--- config.mk ---
export PLATFORM = sky130hd
export DESIGN_NAME = band_pot_scan
export DESIGN_NICKNAME = d
export VERILOG_FILES = /design/src/rtl/band_pot_scan.sv
export SDC_FILE = /design/constraint.sdc
export NUM_CORES = 1
export LEC_CHECK = 0
export CAP_MARGIN = 10
export CORE_ASPECT_RATIO = 0.6
export CORE_MARGIN = 5
export CORE_UTILIZATION = 49
export DETAILED_ROUTE_END_ITERATION = 8
export MAX_ROUTING_LAYER = met4
export PLACE_DENSITY = 0.8
export SKIP_CTS_REPAIR_TIMING = 1
export SYNTH_ARGS = -nofsm -noshare
export SYNTH_HDL_FRONTEND = slang
export SYNTH_SLANG_ARGS = --single-unit
--- constraint.sdc ---
create_clock -name clk -period 2.4 [get_ports clk]
set_clock_uncertainty 0.15 [all_clocks]
set_input_delay 0.36 -clock clk [delete_from_list [all_inputs] [get_ports clk]]
set_output_delay 0.36 -clock clk [all_outputs]
set_load 0.05 [all_outputs]
--- src/rtl/band_pot_scan.sv ---
// Round-robin A2D scan over the five EQ band pots and the volume pot.
// Each completed conversion is latched into the output register of its slot.
//
// state | meaning
// IDLE  | scan paused, slot held
// START | one-cycle strt_cnv pulse for the current slot
// WAIT  | conversion in flight, capture on cnv_cmplt
// GAP   | idle spacing of GAP_CYCLES clocks before the next START
module band_pot_scan #(
    parameter int GAP_CYCLES = 1024
) (
    input  logic        clk,
    input  logic        rst_n,
    input  logic        en,
    input  logic        cnv_cmplt,
    input  logic [11:0] res,
    output logic        strt_cnv,
    output logic [2:0]  chnnl,
    output logic [11:0] POT_LP,
    output logic [11:0] POT_B1,
    output logic [11:0] POT_B2,
    output logic [11:0] POT_B3,
    output logic [11:0] POT_HP,
    output logic [11:0] VOLUME,
    output logic        valid,
    output logic        sweep_done
);

    typedef enum logic [1:0] {IDLE, START, WAIT, GAP} state_t;

    localparam int CW = $clog2(GAP_CYCLES + 1);
    localparam logic [CW-1:0] GAP_LAST = CW'(GAP_CYCLES - 1);

    state_t        state;
    logic [2:0]    slot;
    logic [CW-1:0] gap_cnt;

    assign strt_cnv = (state == START);

    // chnnl depends on slot only, so it holds across both A2D SPI transactions
    always_comb begin
        chnnl = 3'd1;
        case (slot)
            3'd0:    chnnl = 3'd1;
            3'd1:    chnnl = 3'd0;
            3'd2:    chnnl = 3'd4;
            3'd3:    chnnl = 3'd2;
            3'd4:    chnnl = 3'd3;
            3'd5:    chnnl = 3'd7;
            default: chnnl = 3'd1;
        endcase
    end

    always_ff @(posedge clk or negedge rst_n) begin
        if (!rst_n) begin
            state      <= IDLE;
            slot       <= 3'd0;
            gap_cnt    <= '0;
            valid      <= 1'b0;
            sweep_done <= 1'b0;
            POT_LP     <= 12'h000;
            POT_B1     <= 12'h000;
            POT_B2     <= 12'h000;
            POT_B3     <= 12'h000;
            POT_HP     <= 12'h000;
            VOLUME     <= 12'h000;
        end else begin
            sweep_done <= 1'b0;
            case (state)
                IDLE: begin
                    if (en) state <= START;
                end
                START: begin
                    state <= WAIT;
                end
                WAIT: begin
                    if (cnv_cmplt) begin
                        case (slot)
                            3'd0:    POT_LP <= res;
                            3'd1:    POT_B1 <= res;
                            3'd2:    POT_B2 <= res;
                            3'd3:    POT_B3 <= res;
                            3'd4:    POT_HP <= res;
                            3'd5:    VOLUME <= res;
                            default: ;
                        endcase
                        if (slot == 3'd5) begin
                            slot       <= 3'd0;
                            valid      <= 1'b1;
                            sweep_done <= 1'b1;
                        end else begin
                            slot <= slot + 3'd1;
                        end
                        gap_cnt <= '0;
                        state   <= en ? GAP : IDLE;
                    end
                end
                GAP: begin
                    if (!en) begin
                        state <= IDLE;
                    end else if (gap_cnt == GAP_LAST) begin
                        state <= START;
                    end else begin
                        gap_cnt <= gap_cnt + 1'b1;
                    end
                end
                default: state <= IDLE;
            endcase
        end
    end

endmodule

==> results.cfg <==
[global_routing]
overflow = 0
grt_pass1_vias = 2629
antenna_found_initial = 0
grtUsageTotal = 0.206
grt_pass1_wl_mm = 14.3
grt_max_degree = 48

[sta]
fmax_ghz = 0.465
finalHoldViolCount = 0
fin_crit_sh = 0.897
tns_ps = 0
timing.hold.ws_ps = 323
slew_headroom = 0.582
rsz0062_at_grt = false
tightest_slew_ps = 624
setup_viol = 0
slew_viol_final = 0
period_minus_slack_ps = 2150

[yosys]
synth_compound_area_frac = 0.0566
synth_simple_gate_area_frac = 0.0815
synthDistinctLibCells = 43
synth-xor-area-share = 0.00236
synth_top_family_by_area = multiplexers
synth-seq-area-share = 0.606
ys_ff_latch = 90
synthArstFlopShare = 1.00
yosysWarningCount = 0
avgSynthCellArea_um2 = 14.0
ys.flop_type = dfrtp_1
synth.area.mux_share = 0.222
synth_fa_ha_area_frac = 0.0101
synth-edff-count = 0
synthesis.area_mm2 = 0.00372
postSynthCellCount = 265
syn-num-nets = 284

[worst_setup_path]
worstPathArrival_ps = 1640
critPathSlowestCell = dfrtp_1
worstSetupPathType = flop to output pin
path_delay_family = simple AND/OR/NAND/NOR gates
path_cells = and2_1 -> ha_1 -> or2_2 -> buf_4
path_max_fanout = 8
required_ps = 1890
cp_num_buf_inv = 1
cp_slowest_stage_delay_ps = 460
cp-start-kind = flop
crit_path_end_kind = output pin
worstSetupPathDepth = 4
rr_worst_depth = 5

[clock_network]
cts_tree = yes
clkLatencyLatePin_ps = 340
path_clk_slew_ps = 70
cts_sinks = 90
cts_inserted_buffers = 9
clock-root-buffer = clkbuf_16
cts_max_path_buffers = 2
h-tree-depth = 3

[floorplanning]
die_w_um = 122
num_rows = 24
core_mm2 = 0.00733
die_h_um = 77.5
initial_core_util = 0.507
die_area_mm2 = 0.00948
pin_count = 94

[routing]
ant_nets = 0
via_count = 2578
post-route-drc-count = 0
drtPass1Iterations = 4
wl_per_cell_um = 18.3
vias_per_cell = 5.34
routed_wl_mm = 8.82
first_iter_violations = 126

[finish]
final_common_cell = dfrtp_1
n_fill_cell = 523
finalNetCount = 393
final_cell_mix = 90 x dfrtp_1, 88 x clkdlybuf4s50_1, 72 x mux2_2
insertedDiodeCount = 0
synthToLayoutAreaGrowth_pct = 40.6
fin_cells = 483
drive_gt1_frac = 0.317

[worst_hold_path]
min_path_cells = 1
hold_class = flop to flop

[place]
placedCellCount = 466
hpwlAfterDp_mm = 6.17
io_buffers = 93
gp_congestion = 0.900

[run]
maxCapViolations = 0

[outcome]
status = finished, final reports clean
-- Yosys cell counts, drive strengths merged (2+ instances only) --
library cell / instances / area share
o41ai: 2 / 0.0047
ha: 3 / 0.010
clkbuf: 4 / 0.0040
or2: 3 / 0.0051
inv: 6 / 0.0061
a21oi: 3 / 0.0040
buf: 7 / 0.011
o311ai: 2 / 0.0047
o31ai: 6 / 0.012
o21ai: 7 / 0.0094
nor3: 3 / 0.0067
mux2: 73 / 0.22
nand3b: 2 / 0.0074
and2: 2 / 0.0034
nand3: 5 / 0.0081
nor2: 6 / 0.0061
dfrtp: 90 / 0.61
nand2: 19 / 0.019
or4: 3 / 0.0064
a31oi: 2 / 0.0034
-- path summary, 6_finish.rpt --
check / startpoint / to / slack [ps]
min: valid$_DFFE_PN0P_ / valid$_DFFE_PN0P_ / 320
min reg2reg: valid$_DFFE_PN0P_ / valid$_DFFE_PN0P_ / 320
max reg2reg: gap_cnt[0]$_DFFE_PN0P_ / gap_cnt[10]$_DFFE_PN0P_ / 280
max in group asynchronous: rst_n / POT_B2[2]$_DFFE_PN0P_ / 1080
max: slot[0]$_DFFE_PN0P_ / chnnl[1] / 250
min in group asynchronous: rst_n / POT_B1[6]$_DFFE_PN0P_ / 400
-- through the flow --
step / instance area (um^2) / setup WS, ps / util
2_1_floorplan: 3720 / 159 / -
3_3_place_gp: 4850 / 63.7 / 0.662
3_5_place_dp: 4850 / 4.75 / 0.662
4_1_cts: 5210 / 18.9 / 0.711
5_1_grt: 5230 / 152 / 0.713
6_report: 5230 / 248 / 0.713
-- kinds of logic after synthesis --
kind of cell	Yosys count
xor gates and xnor gates	1
buffers and inverters	17
AOI/OAI and AO/OA	30
DFF	90
muxes	73
and+or+nand+nor	51
adders and majority gates	3
-- layer usage --
metal	track usage	wire length, um	share of wire	up-vias
met4	0.0559	90	0.010	0
li1	-	-	-	1181
met3	0.0872	759	0.086	7
met5	-	0	0	-
met1	0.280	4220	0.48	1289
met2	0.283	3750	0.43	101
-- sequential cells by signal, indices dropped and copies added, names as in the netlist --
| register | flops |
|---|---|
| POT_B1 | 12 |
| POT_B2 | 12 |
| POT_B3 | 12 |
| POT_HP | 12 |
| POT_LP | 12 |
| VOLUME | 12 |
| gap_cnt | 11 |
| slot | 3 |
| state | 2 |
| sweep_done | 1 |
| valid | 1 |
-- final cells by class --
class,count,area (um^2),share of cell area
Timing Repair Buffer,109,1070,0.205
Clock buffer,9,225,0.0431
Clock inverter,7,139,0.0266
Tap cell,104,130,0.0249
Sequential cell,90,2250,0.431
Multi-Input combinational cell,158,1390,0.265
Inverter,6,22.5,0.00431
Power is left out: the tool's default activity adds up to more than one toggle a clock period on the data nets, which glitch-free logic cannot reach.
